$ cat src/rtl/program_loader.sv
// Frames a UART byte stream (sync, length, payload, checksum) into 16-bit halfword writes for the CPU instruction cache.
// Latency: a halfword appears on program_in/instruction_index the cycle after its second byte is accepted; no backpressure, one byte per rx_valid strobe.
module program_loader #(
    parameter logic [7:0] SYNC_BYTE      = 8'hA5,
    parameter int         MAX_HALFWORDS  = 1024,
    parameter int         TIMEOUT_CYCLES = 1000000
) (
    input  logic        clk,
    input  logic        reset,
    input  logic        rx_valid,
    input  logic [7:0]  rx_byte,
    output logic        download_program,
    output logic [31:0] instruction_index,
    output logic [15:0] program_in,
    output logic        load_done,
    output logic        load_error
);

    typedef enum logic [2:0] {
        IDLE,
        LEN_LO,
        LEN_HI,
        DATA_HI,
        DATA_LO,
        CHECK,
        DONE,
        ERROR
    } state_t;

    localparam logic [15:0] MAX_HW   = 16'(MAX_HALFWORDS);
    localparam logic [31:0] TMO_LAST = 32'(TIMEOUT_CYCLES - 1);

    state_t      state;
    logic [7:0]  len_lo;
    logic [15:0] len;
    logic [7:0]  hi_byte;
    logic [15:0] hw_cnt;
    logic [7:0]  sum;
    logic [31:0] tmo_cnt;

    logic        in_frame;
    logic [15:0] len_full;

    assign in_frame = (state == LEN_LO) || (state == LEN_HI) || (state == DATA_HI) ||
                      (state == DATA_LO) || (state == CHECK);
    assign len_full = {rx_byte, len_lo};

    always_ff @(posedge clk) begin
        if (reset) begin
            state             <= IDLE;
            len_lo            <= 8'd0;
            len               <= 16'd0;
            hi_byte           <= 8'd0;
            hw_cnt            <= 16'd0;
            sum               <= 8'd0;
            tmo_cnt           <= 32'd0;
            download_program  <= 1'b0;
            instruction_index <= 32'd0;
            program_in        <= 16'd0;
            load_done         <= 1'b0;
            load_error        <= 1'b0;
        end else if (in_frame && tmo_cnt == TMO_LAST) begin
            // An idle gap inside a frame wins over a byte arriving on the same cycle.
            state            <= ERROR;
            load_error       <= 1'b1;
            download_program <= 1'b0;
            tmo_cnt          <= 32'd0;
        end else begin
            if (rx_valid) begin
                tmo_cnt <= 32'd0;
            end else if (in_frame) begin
                tmo_cnt <= tmo_cnt + 32'd1;
            end

            if (rx_valid) begin
                case (state)
                    IDLE, DONE, ERROR: begin
                        if (rx_byte == SYNC_BYTE) begin
                            state      <= LEN_LO;
                            load_done  <= 1'b0;
                            load_error <= 1'b0;
                            sum        <= 8'd0;
                            hw_cnt     <= 16'd0;
                        end
                    end
                    LEN_LO: begin
                        len_lo <= rx_byte;
                        state  <= LEN_HI;
                    end
                    LEN_HI: begin
                        len <= len_full;
                        if (len_full > MAX_HW) begin
                            state            <= ERROR;
                            load_error       <= 1'b1;
                            download_program <= 1'b0;
                        end else if (len_full == 16'd0) begin
                            state <= CHECK;
                        end else begin
                            state <= DATA_HI;
                        end
                    end
                    DATA_HI: begin
                        hi_byte <= rx_byte;
                        sum     <= sum + rx_byte;
                        state   <= DATA_LO;
                    end
                    DATA_LO: begin
                        // Data and address update together so the CPU never sees a torn pair.
                        program_in        <= {hi_byte, rx_byte};
                        instruction_index <= {16'd0, hw_cnt};
                        download_program  <= 1'b1;
                        hw_cnt            <= hw_cnt + 16'd1;
                        sum               <= sum + rx_byte;
                        state             <= (hw_cnt == len - 16'd1) ? CHECK : DATA_HI;
                    end
                    CHECK: begin
                        download_program <= 1'b0;
                        if (sum == rx_byte) begin
                            state     <= DONE;
                            load_done <= 1'b1;
                        end else begin
                            state      <= ERROR;
                            load_error <= 1'b1;
                        end
                    end
                    default: state <= IDLE;
                endcase
            end
        end
    end

endmodule

$ cat config.mk
export PLATFORM = sky130hd
export DESIGN_NAME = program_loader
export DESIGN_NICKNAME = d
export VERILOG_FILES = /design/src/rtl/program_loader.sv
export SDC_FILE = /design/constraint.sdc
export NUM_CORES = 1
export LEC_CHECK = 0
export CAP_MARGIN = 30
export CORE_UTILIZATION = 55
export CTS_CLUSTER_SIZE = 10
export DETAILED_ROUTE_END_ITERATION = 12
export PLACE_DENSITY = 0.82
export SLEW_MARGIN = 20
export SYNTH_ARGS = -nofsm -noshare
export SYNTH_HDL_FRONTEND = slang
export SYNTH_SLANG_ARGS = --single-unit
$ cat constraint.sdc
create_clock -name clk -period 2.5 [get_ports clk]
set_input_delay 0.5 -clock clk [delete_from_list [all_inputs] [get_ports clk]]
set_output_delay 0.5 -clock clk [all_outputs]
set_load 0.005 [all_outputs]
==> impl.org, run 1 <==
** Timing
- Final WS setup :: around 0.070 ns
- Slew @ Worst Pin :: about 0.76 ns
- The max-slew violation total from the final report was 0.
- Setup violations remaining at the end of the flow were counted as 0.
- Post-Route Hold Slack :: approximately 0.45 ns
- Setup repair after global routing could not meet its margin everywhere.
- Min Clock Period, post-route :: 2.430 ns
- Slew HR :: 0.4914
- Of the available clock period, the critical path in the final layout requires 0.9719.
- Achievable frequency :: around 0.41 GHz
- Hold Violations, Final :: 0
- Final clock skew :: 0.009052 ns

** GRT
- Number of antenna violations at the first check in global routing :: 0
- Global-route wire length before repair :: approximately 24000 microns
- Pin count of the biggest net entering global routing :: 37
- For this run, the total global-route usage over all layers was measured as 0.2657.
- The number of global-route vias before repair came to slightly above 5000.
- Residual overflow from global routing :: 0

** Placed design
- Sum of net half-perimeters after detailed placement :: roughly 10000 microns
- Post-place instance area :: approximately 7000 sq um
- Routability cong. :: between 0.9 and 1
- During placement, the flow inserted port buffers numbering 45.
- Before CTS, the worst setup slack after placement is -0.2680 ns.

** Job
- The tool flagged a number of max-cap violations equal to 0.

** CTS
- In this run the deepest clock path goes through 2 buffers.
- Clock tree synthesis selected as its root buffer the cell sky130_fd_sc_hd__clkbuf_16.
- Clock tree from TritonCTS :: yes
- Once the clock tree was built, the setup fixing pass inserted 0 buffers.
- The H-tree was split into 4 levels.
- The number of hold buffers added after CTS was 0.
- Resized Gates After CTS :: 0
- Counting every sink on the clock net gives 126.
- Worst skew pair latency :: ~0.42 ns
- After clock tree synthesis, the clock-pin slew on the worst setup and hold paths is ~0.06 ns.
- Number of CTS-inserted buffers :: 17

** Routing
- Via count :: about 5500
- For this run, the detailed router's first-pass iteration total came to 5.
- Iter 0 DRT Violations :: ~380
- In the final routed layout, each cell accounts on average for 15.25 microns.
- Post-detailed-route via-to-cell ratio :: approximately 5.7
- DRC violations left :: 0
- Wire length reported by the detailed router :: about 15000 microns
- In this run the remaining antenna-violating nets after routing total 0.

** Synth
- Of the total synthesized cell area, the portion taken by XOR and XNOR cells is 0.09303.
- For this run, asynchronously set or reset flops after synthesis account for 0.
- In this run, distinct cell masters in the synthesized netlist total between 60 and 70.
- Number of enable flip-flop cells after synthesis :: 0
- Dominant combinational cell family by area after synthesis :: simple AND/OR/NAND/NOR gates
- The share of synthesized area in the top cell type comes to 0.4060.
- Compound-gate portion of the synthesized area :: 0.09827
- Of the total synthesized cell area, the portion taken by AND, OR, NAND and NOR gates is 0.2644.
- Adder-Cell Fraction of Synth Area :: 0.02336
- The cell area that synthesis handed to floorplanning was between 6000 and 7000 sq um.
- By area the synthesized netlist is led by sky130_fd_sc_hd__dfxtp_1 41%, sky130_fd_sc_hd__nor2_1 6.6%, sky130_fd_sc_hd__nand2_1 5.9%.
- Averaged over all synthesized cells, the footprint is around 8.4 sq um.
- The synthesized design spends more area on one cell type than any other, namely sky130_fd_sc_hd__dfxtp_1.
- Of the post-synthesis cell area, the part taken by muxes is 0.05820.
- Number of warnings printed during yosys synthesis :: 0
- Counting every instance in the synthesized netlist gives roughly 740.
- Prevailing post-synth register cell :: sky130_fd_sc_hd__dfxtp_1
- Flop and latch count out of synthesis :: approximately 130
- Sequential area share after synthesis :: 0.4060

** Hold path
- Worst hold path class :: reg -> reg

** Setup path
- The worst register-to-register path has a depth of 9.
- Kind of critical path :: reg -> reg
- The critical path ends at state[1]$_SDFFE_PP0P_.
- For the worst setup path, the data required time is roughly 2.8 ns.
- STA classifies the critical path startpoint as a register.
- The most critical setup path has its startpoint at len[1]$_SDFFE_PP0P_.
- Worst reg2reg startpoint :: len[1]$_SDFFE_PP0P_
- Worst EP arrival :: between 2 and 3 ns
- In this run the worst path has a maximum fanout of 4.
- Critical Path Sink Type :: register
- Across all register-to-register paths, the minimum setup slack is 0.07 ns.
- In this run the critical register-to-register path is captured at state[1]$_SDFFE_PP0P_.

** Die
- Height of the die :: between 100 and 150 microns
- Measured along the x axis, the die boundary spans ~110 microns.
- The die covers between 10000 and 15000 sq um.
- Floorplan core area :: 10940 sq um
- Top-Level Pins :: between 60 and 70
- Std cell rows :: 38
- Initial cell density of the core :: 0.5682

** Cells and area
- Diodes inserted :: 0
- In the final layout, the share of cells above drive strength 1 is 0.1184.
- Post-Route Utilization :: 0.6965
- Once layout is done, the placed cells without fillers occupy about 7600 sq um.
- Compared with the post-synthesis result, the final layout area differs by 22.57%.
- The net count of the finished layout is approximately 850.

** Pwr
- The worst-case IR drop observed on VDD is ~350 uV.
- P per Cell Area :: approximately 590 nW/um^2
- The design draws about 4.5 mW.
- For this design the static power due to leakage is around 2.8 nW.

** Status
- The flow ran to the end, and the final reports show no timing, DRC or antenna violations.
-- flip-flops by register name (all words and copies together), names as in the netlist, 3 cells and up --
name and cells:
len_lo 8, state 3, len 16, hw_cnt 16, tmo_cnt 32, sum 8
hi_byte 8, instruction_index 16, program_in 16
-- per-layer routing --
metal / up-vias / GRT usage / wire length, microns
met1: 2616 / 0.3280 / 6454
met4: 0 / 0.09556 / 257
met2: 199 / 0.4509 / 7377
li1: 2680 / - / -
met3: 28 / 0.06269 / 799
met5: - / 0 / 0
-- power by group --
part / switching [mW] / total [mW] / internal (mW)
sequential: 0.00327 / 2.02 / 2.01
clock: 0.903 / 2.32 / 1.42
combinational: 0.107 / 0.180 / 0.0738
-- cells in the mapped netlist (17+ instances only) --
library cell / number
sky130_fd_sc_hd__nor3_1: 17
sky130_fd_sc_hd__nor2_1: 110
sky130_fd_sc_hd__o21ai_0: 20
sky130_fd_sc_hd__clkbuf_1: 24
sky130_fd_sc_hd__nand3_1: 22
sky130_fd_sc_hd__a21oi_1: 53
sky130_fd_sc_hd__mux2i_1: 35
sky130_fd_sc_hd__dfxtp_1: 126
sky130_fd_sc_hd__nand2_1: 97
sky130_fd_sc_hd__xor2_1: 39
sky130_fd_sc_hd__xnor2_1: 27
-- kinds of logic (layout without fill, tap and decap cells) --
group,count (synthesis),count (layout)
AOI/OAI and AO/OA,103,103
xor gates and xnor gates,66,66
adders and majority gates,11,11
buffers and inverters,68,145
DFF,126,126
muxes,36,36
other,1,16
and+or+nand+nor,333,333
-- cell usage in the layout (no fill, tap or decap), types with 3 or more instances in the layout --
cell	count
sky130_fd_sc_hd__conb_1	16
sky130_fd_sc_hd__inv_1	16
sky130_fd_sc_hd__nor4_4	3
sky130_fd_sc_hd__and2_1	4
sky130_fd_sc_hd__clkinv_2	3
sky130_fd_sc_hd__clkinvlp_4	6
sky130_fd_sc_hd__clkbuf_16	17
sky130_fd_sc_hd__nor3_1	17
sky130_fd_sc_hd__nand2_1	97
sky130_fd_sc_hd__nor2b_1	9
sky130_fd_sc_hd__or3_1	13
sky130_fd_sc_hd__dfxtp_1	126
sky130_fd_sc_hd__a22oi_1	5
sky130_fd_sc_hd__buf_12	3
sky130_fd_sc_hd__nand4_1	16
sky130_fd_sc_hd__nand3_1	22
sky130_fd_sc_hd__a21oi_1	53
sky130_fd_sc_hd__and3_1	7
sky130_fd_sc_hd__mux2i_1	35
sky130_fd_sc_hd__o21ai_0	20
sky130_fd_sc_hd__clkdlybuf4s50_1	44
sky130_fd_sc_hd__and4_1	3
sky130_fd_sc_hd__xnor2_1	27
sky130_fd_sc_hd__ha_1	10
sky130_fd_sc_hd__nor2_1	109
sky130_fd_sc_hd__nor4_1	10
sky130_fd_sc_hd__xor2_1	39
sky130_fd_sc_hd__buf_4	48
-- through the flow --
stage / TNS, ns / instances
final: 0 / 976
after global routing: -0.02557 / 976
after CTS: 0 / 976
after detailed placement: -2.599 / 944
after global placement: -1.225 / 944
after floorplan: 0 / 759
-- worst min path at each step --
stage                                                    end                               start  depth (start not counted)  slack (ns)
after global routing             program_in[13]$_SDFFE_PP0P_             hi_byte[5]$_SDFFE_PP0P_                          2        0.47
after CTS                         program_in[9]$_SDFFE_PP0P_             hi_byte[1]$_SDFFE_PP0P_                          2        0.46
final                     instruction_index[10]$_SDFFE_PP0P_  instruction_index[10]$_SDFFE_PP0P_                          2        0.45
after floorplan                  program_in[11]$_SDFFE_PP0P_             hi_byte[3]$_SDFFE_PP0P_                          2        0.43
after detailed placement  instruction_index[13]$_SDFFE_PP0P_  instruction_index[13]$_SDFFE_PP0P_                          2        0.45
after global placement            program_in[9]$_SDFFE_PP0P_             hi_byte[1]$_SDFFE_PP0P_                          2        0.44
-- area by class of cell --
class | count | area [sq um]
fill | 839 | 3319
tap | 140 | 175.2
clock buffer | 19 | 452.9
multi-input combinational | 565 | 3412
clock inverter | 13 | 116.4
inverter | 16 | 60.06
timing repair buffer | 97 | 877.1
sequential | 126 | 2522
-- worst max-delay path, stage by stage (launching register included) --
cell	delay (ns)
sky130_fd_sc_hd__dfxtp_1	0.34
sky130_fd_sc_hd__inv_1	0.06
sky130_fd_sc_hd__ha_1	0.19
sky130_fd_sc_hd__or3b_1	0.42
sky130_fd_sc_hd__or3_1	0.39
sky130_fd_sc_hd__mux2_2	0.25
sky130_fd_sc_hd__mux2i_1	0.06
sky130_fd_sc_hd__o22ai_1	0.18
sky130_fd_sc_hd__nand4_1	0.22
sky130_fd_sc_hd__o2bb2ai_1	0.20
Power figures use the tool's default switching activity.
==> run 2, diff against run 1 <==
--- a/config.mk
+++ b/config.mk
@@ -6,6 +6,7 @@
 export NUM_CORES = 1
 export LEC_CHECK = 0
 export CAP_MARGIN = 30
+export CORE_ASPECT_RATIO = 1.4
 export CORE_UTILIZATION = 55
 export CTS_CLUSTER_SIZE = 10
 export DETAILED_ROUTE_END_ITERATION = 12
==> run 2 against run 1 <==
Effect of this change:
- clock skew up 0.0015 ns
- first-iteration DRC count down 27%
- clock power up 8%
- combinational power down 3%
- via count down 0.20%
- total power up 4.0%
- sequential cell count unchanged
- largest cell class unchanged
- highest routed layer unchanged
==> impl.org, run 2 (synthesized netlist as in run 1, its figures left out) <==
** Placed design
- Routability-driven placement finished with a final weighted congestion of a little over 0.9.
- Detailed placement finished with a half-perimeter wire length of 10890 microns.
- Setup Slack @ Placement :: -0.1800 ns
- Placed cell count :: around 950
- The count of buffers added on input and output ports is 45.

** Pwr
- P per Cell Area :: just over 600 nW/um^2
- Total leakage power :: approximately 2.8 nW
- Net switching share of the total power :: 0.2371
- NetSw :: 1.113 mW
- Peak VDD IR :: about 500 uV
- Internal portion of total power :: around 3.6 mW
- Combinational cell fraction of total power :: 0.037
- The share of total power dissipated in sequential elements is 0.429.
- Clock share of power :: 0.534

** GRT
- For met2 alone, demand over resource in global routing was 0.5144.
- The initial antenna violation count came to 0.
- Routing usage on met1 :: 0.2979
- Entering global routing, the biggest net connects between 50 and 60 pins.
- Global-route wire length before repair :: between 20000 and 30000 microns
- For this run, the total global-route usage over all layers was measured as 0.2764.
- For this run the aggregate overflow at the end of global routing stands at 0.
- In the global route stage, met3 resource usage came out at 0.04864.
- Global routing's busiest layer :: met2
- The number of global-route vias before repair came to ~5600.

** Routing
- Wires add up to approximately 15000 microns.
- First-pass iteration count of the detailed router :: 5
- The first routing iteration left 280 violations.
- Antenna violation net count after detailed routing :: 0
- Routed WL per cell :: ~16 microns
- DRC violations left :: 0
- Via count :: between 5000 and 6000
- Dividing the detail-routed via count by the number of cells gives about 5.6.

** Die
- Horizontal die dimension :: between 90 and 100 microns
- During I/O placement, the number of pins put on the boundary was 62.
- From bottom edge to top edge, the die measures 127.8 microns.
- The total area inside the core boundary comes to around 11000 sq um.
- The die covers 11730 sq um.
- Std cell rows :: between 40 and 50
- For this configuration, the core starts out at a cell density of 0.5688.

** Status
- Run status :: complete, no violations

** Setup path
- Among cell families on the critical path, the largest total delay comes from simple AND/OR/NAND/NOR gates.
- STA puts the critical path data required time at ~2.8 ns.
- Maximum fanout encountered on the critical timing path :: 4
- Buf+Inv Stages, Crit Path :: 1
- Critical Path Sink Type :: register
- Kind of critical path :: reg -> reg
- The signal on the critical path passes through inv_1, ha_1, or3b_4, or3_4, mux2_2, mux2i_1, o22ai_1, nand4_1, o2bb2ai_1.
- Data arrives at the worst endpoint at around 2.7 ns.
- The largest single stage delay on the critical path is around 0.42 ns.
- CP startpoint kind :: register
- The slowest stage of the critical path belongs to the cell sky130_fd_sc_hd__or3b_4.
- Minimum setup slack among reg-to-reg paths :: between 0.1 and 0.15 ns

** CTS
- Clock-pin slew was measured on the worst setup and hold paths at 0.06 ns.
- Worst skew pair latency :: approximately 0.42 ns
- Sinks on the clock net :: 126
- The number of hold buffers added after CTS was 0.
- H-Tree Depth :: 4
- Maximum count of clock buffers along a single path :: 2
- The cell sitting at the root of the clock tree is a sky130_fd_sc_hd__clkbuf_16.
- Number of CTS-inserted buffers :: 17
- Clock tree from TritonCTS :: yes

** Cells and area
- Summing all multi-input logic gate instances after layout gives around 3400 sq um.
- Commonest cells after routing, fill and taps aside :: 126 x sky130_fd_sc_hd__dfxtp_1, 109 x sky130_fd_sc_hd__nor2_1, 97 x sky130_fd_sc_hd__nand2_1
- The finished layout holds 977 standard cells, fillers aside.
- Share of cells above drive strength 1 :: 0.1256
- The layout has approximately 860 filler cells.
- Register with the most flip-flops :: tmo_cnt
- Most common library cell in the layout ignoring fill and taps :: sky130_fd_sc_hd__dfxtp_1
- In the final layout, flip-flops and latches occupy approximately 2500 sq um.
- Area growth from synthesis to final layout :: 23.22%
- The register with the most flip-flops in the layout has 32 of them.
- Diodes inserted :: 0
- Number of nets in the finished design :: between 800 and 900

** Timing
- At the pin with the least slew margin, the transition time is 0.5849 ns.
- Final WS setup :: between 0.1 and 0.15 ns
- Hold Violations, Final :: 0
- Timing would allow up to about 0.42 GHz.
- Final clock skew :: roughly 0.011 ns
- Setup violations remaining at the end of the flow were counted as 0.
- Share of the cycle needed by the critical path after routing :: 0.9459
- Measured against its own limit, the worst slew margin works out to 0.6064.
- Unrepaired setup endpoints after global routing :: false
- Min Clock Period, post-route :: 2.365 ns
- Max Slew Vio Count :: 0

** Job
- Max Cap Viol :: 0

** Hold path
- The min-delay analysis places its worst path in the category reg -> reg.
==> run 2: changes by cell type in the layout (fill, tap and decap cells not counted), sizes merged <==
cell,delta
clkinvlp,-2
clkbuf,-2
inv,+7
clkinv,-4
bufinv,+1
==> run 2: final cells by class <==
| type | count | share of cell area |
|---|---|---|
| clock buffer | 17 | 0.05556 |
| clock inverter | 15 | 0.02272 |
| inverter | 16 | 0.007844 |
| multi-input combinational | 565 | 0.4489 |
| sequential | 126 | 0.3295 |
| tap | 141 | 0.02304 |
| timing repair buffer | 97 | 0.1124 |
==> run 2: what timing repair did <==
item	4_1_cts	5_1_grt
resized for setup	0	7
setup buffers	0	0
endpoints found under the setup margin	0	3
==> run 2: layer usage <==
metal	routed length (microns)	part of all wire	vias up
met5	0	0	-
met4	480	0.031	0
met3	644	0.042	45
met2	7959	0.52	188
met1	6180	0.40	2597
li1	-	-	2682
==> run 2: worst paths after layout <==
check,end,cells after the start,start
setup / recovery,state[1]$_SDFFE_PP0P_,9,len[1]$_SDFFE_PP0P_
hold / removal,instruction_index[4]$_SDFFE_PP0P_,2,instruction_index[4]$_SDFFE_PP0P_
setup reg to reg,state[1]$_SDFFE_PP0P_,9,len[1]$_SDFFE_PP0P_
hold reg to reg,instruction_index[4]$_SDFFE_PP0P_,2,instruction_index[4]$_SDFFE_PP0P_
==> run 2: worst min-delay path, stage by stage, from the launching register on <==
cell and delay [ns]:
sky130_fd_sc_hd__dfxtp_1 0.30, sky130_fd_sc_hd__nand2_1 0.05, sky130_fd_sc_hd__a21oi_1 0.05
==> run 2: metrics by stage <==
stage            util  setup TNS [ns]  hold WS [ns]  area [sq um]  total power [mW]
4_1_cts        0.6976               0        0.4570          7620             4.705
5_1_grt        0.7009               0        0.4762          7656             4.816
6_report       0.7009               0        0.4548          7656             4.694
3_3_place_gp   0.6427         -0.6323        0.4452          7020             2.228
3_5_place_dp   0.6427          -1.718        0.4484          7020             2.230
2_1_floorplan       -               0        0.4315          6270             2.164
==> run 2: power by group through the flow <==
stage               Clock (mW)  Combinational [mW]  Sequential (mW)
floorplan                    0               0.107             2.06
global placement             0               0.169             2.06
global route              2.61               0.189             2.01
detailed placement           0               0.171             2.06
CTS                       2.52               0.172             2.01
finish                    2.51               0.174             2.01
==> run 3, diff against run 2 <==
--- a/config.mk
+++ b/config.mk
@@ -7,10 +7,12 @@
 export LEC_CHECK = 0
 export CAP_MARGIN = 30
 export CORE_ASPECT_RATIO = 1.4
+export CORE_MARGIN = 3
 export CORE_UTILIZATION = 55
 export CTS_CLUSTER_SIZE = 10
 export DETAILED_ROUTE_END_ITERATION = 12
-export PLACE_DENSITY = 0.82
+export DONT_BUFFER_PORTS = 1
+export PLACE_DENSITY = 0.78
 export SLEW_MARGIN = 20
 export SYNTH_ARGS = -nofsm -noshare
 export SYNTH_HDL_FRONTEND = slang
==> constraint.sdc (replaced) <==
create_clock -name clk -period 1.9 [get_ports clk]
set_input_delay 0.38 -clock clk [delete_from_list [all_inputs] [get_ports clk]]
set_output_delay 0.38 -clock clk [all_outputs]
set_load 0.005 [all_outputs]
==> run 3 against run 2 <==
Effect of this change:
- wire length rose by 68%
- highest routed layer unchanged
- clock power is 38% higher
- combinational power up 28%
- total power increased by 35%
- register-to-register slack worse by 0.84 ns
- die area rose by 7.6%
- critical path depth rose by 1
- non-clock buffer count up 32
- core utilization up 13 points
- hold slack worse by 0.42 ns
- the flow now finishes with violations (negative setup slack)
- largest power group unchanged
- first-iteration DRC count grew to 2.6 times the previous value
==> impl.org, run 3 (synthesized netlist as in run 1, its figures left out) <==
** Cells and area
- Once layout is done, the placed cells without fillers occupy about 9000 sq um.
- Area growth from synthesis to final layout :: 46.94%
- Most common library cell in the layout ignoring fill and taps :: sky130_fd_sc_hd__dfxtp_1
- After filler insertion, the fill cell instance count of the layout stands at around 500.
- Across the whole layout, storage elements account for 2534 sq um.
- The number of antenna diodes in the final layout is 0.
- Number of flip-flops under the largest register name :: 32
- Area taken by multi-input logic gates :: around 4400 sq um
- Commonest cells after routing, fill and taps aside :: 117 x sky130_fd_sc_hd__dfxtp_1, 92 x sky130_fd_sc_hd__buf_4, 81 x sky130_fd_sc_hd__nor2_1
- Number of nets in the finished design :: between 800 and 900
- In the final layout, the share of cells above drive strength 1 is 0.4097.
- Post-Route Utilization :: 0.8359
- tmo_cnt holds more flip-flops than any other register.

** CTS
- TritonCTS built the clock tree.
- Maximum count of clock buffers along a single path :: 2
- After clock tree synthesis, the clock-pin slew on the worst setup and hold paths is ~0.060 ns.
- The tree built by TritonCTS fans out to between 100 and 150 sinks.
- In this run, CTS created clock tree buffers numbering 17.
- The H-tree generated during clock tree synthesis spans 4 levels.
- In this run the clock root is driven by a sky130_fd_sc_hd__clkbuf_16.
- The later pin in the worst-skew pair is clocked with a latency of 0.44 ns.

** Setup path
- Measured in cells, the most critical reg-to-reg path has a length of 10.
- At the worst endpoint, the arrival time is about 3 ns.
- Kind of critical path :: reg -> reg
- At the worst endpoint, the required time is 2.22 ns.
- The worst setup path is launched from a register.
- In this run the worst path has a maximum fanout of 6.
- The worst setup path is captured at a register.

** Timing
- Setup slack on the critical path of the routed design comes to -0.7005 ns.
- Max Slew Vio Count :: 0
- The smallest clock period supported by the final layout is computed as roughly 2.6 ns.
- Share of the cycle needed by the critical path after routing :: 1.369
- Final clock skew :: 0.01385 ns
- Hold Violations, Final :: 0
- Slew @ Worst Pin :: 0.6100 ns
- Endpoints failing setup :: 126
- Static timing analysis puts the maximum clock frequency at between 0.3 and 0.4 GHz.
- Slew HR :: 0.5896
- Setup repair after global routing could not meet its margin everywhere.

** Placed design
- Routability-driven placement finished with a final weighted congestion of between 0.8 and 0.9.
- During placement, the flow inserted port buffers numbering 0.
- Before CTS, the worst setup slack after placement is -0.3295 ns.
- Post-place instance area :: 7047 sq um
- Sum of net half-perimeters after detailed placement :: between 10000 and 15000 microns

** Routing
- Summing over every cut layer, the via total after detailed routing is approximately 6700.
- Once detail routing completed, the nets flagged for antenna violations numbered 0.
- For this block, the routed nets add up to 25620 microns of wire.
- Iter 0 DRT Violations :: approximately 730
- First-pass iteration count of the detailed router :: 6
- In the routed layout, each cell is associated on average with a via count of about 6.6.
- Routed WL per cell :: approximately 25 microns
- In the routed design, unresolved DRC markers number 0.

** Pwr
- P per Cell Area :: approximately 690 nW/um^2
- For this design the static power due to leakage is between 3 and 4 nW.
- The design draws approximately 6.3 mW.
- Peak VDD IR :: slightly below 700 uV

** Job
- Max Cap Viol :: 0

** GRT
- The number of global-route vias before repair came to 6197.
- Pin count of the biggest net entering global routing :: between 80 and 90
- The first global-routing pass estimated between 30000 and 40000 microns of wire.
- The initial antenna violation count is 0.
- After global routing the overflow that remains totals 0.
- In the global route stage, overall resource usage came out at 0.3076.

** Hold path
- The worst hold path belongs to the class in -> reg.
- Hold depth :: 1

** Die
- Initial cell density of the core :: 0.5688
- Area of the die :: about 13000 sq um
- From bottom edge to top edge, the die measures about 130 microns.
- Top-Level Pins :: 62
- Row generation in the floorplan step produced 45 rows.
- In this run the standard cell core region covers 10920 sq um.
- Horizontal die dimension :: between 90 and 100 microns

** Status
- Run status :: finished with violations
- The checks that failed: negative setup slack.
==> run 3: cell count changes in the layout (fill, tap and decap cells not counted), moves of 17 or more <==
cell	change
sky130_fd_sc_hd__a21oi_2	+38
sky130_fd_sc_hd__nor2_4	+20
sky130_fd_sc_hd__buf_4	+42
sky130_fd_sc_hd__nand2_1	-43
sky130_fd_sc_hd__nand2_4	+29
sky130_fd_sc_hd__nor2_1	-28
sky130_fd_sc_hd__a21oi_1	-40
sky130_fd_sc_hd__buf_6	+17
sky130_fd_sc_hd__clkdlybuf4s50_1	-44
==> run 3: through the flow <==
stage	std cells	TNS, ns	hold WS (ns)
after detailed placement	947	-16.00	0.4477
after global routing	1010	-60.39	0.03061
final	1010	-66.24	0.03708
after floorplan	759	-1.939	0.4315
after CTS	997	-20.87	0.03465
after global placement	947	-13.56	0.4405
==> run 3: final timing paths <==
check | startpoint | end | slack, ns
worst max-delay path | tmo_cnt[25]$_SDFFE_PP0P_ | hw_cnt[13]$_SDFFE_PP0P_ | -0.70
worst min-delay path | reset | instruction_index[0]$_SDFFE_PP0P_ | 0.04
worst max register to register | tmo_cnt[25]$_SDFFE_PP0P_ | hw_cnt[13]$_SDFFE_PP0P_ | -0.70
worst min register to register | instruction_index[9]$_SDFFE_PP0P_ | instruction_index[9]$_SDFFE_PP0P_ | 0.48
==> run 3: area by class of cell <==
type / instances / share of cell area
clock buffer: 20 / 0.05002
sequential: 126 / 0.2775
inverter: 16 / 0.006578
multi-input combinational: 566 / 0.4854
tap: 141 / 0.01932
clock inverter: 12 / 0.01740
timing repair buffer: 129 / 0.1438
==> run 3: layer usage <==
metal,up-vias,wire (microns),track usage,part of all wire
met5,-,0,0,0
met4,0,2508,0.1519,0.098
met3,232,2601,0.07653,0.10
met2,595,12250,0.5366,0.48
met1,3139,8261,0.3377,0.32
li1,2745,-,-,-
==> run 3: timing repair <==
action                                  in CTS  in global routing
hold buffers                                 0                  0
cloned                                       7                  5
resized for setup                          110                161
buffers inserted                            13                 15
endpoints found under the setup margin     122                126
pin swaps                                   55                 65
==> run 3: power breakdown <==
| part | total (mW) | switching (mW) | internal (mW) |
|---|---|---|---|
| Sequential | 2.65 | 0.00542 | 2.65 |
| Combinational | 0.223 | 0.129 | 0.0939 |
| Clock | 3.46 | 1.31 | 2.14 |
| Total | 6.33 | 1.45 | 4.88 |
==> run 3: critical path, stage by stage (launching register included) <==
cell	delay (ns)
sky130_fd_sc_hd__dfxtp_1	0.37
sky130_fd_sc_hd__nor4_4	0.32
sky130_fd_sc_hd__nand4_1	0.40
sky130_fd_sc_hd__nor4_4	0.42
sky130_fd_sc_hd__buf_4	0.19
sky130_fd_sc_hd__clkbuf_16	0.14
sky130_fd_sc_hd__nor4_4	0.04
sky130_fd_sc_hd__buf_6	0.15
sky130_fd_sc_hd__nand4_1	0.14
sky130_fd_sc_hd__xor2_1	0.22
sky130_fd_sc_hd__nor2_1	0.07
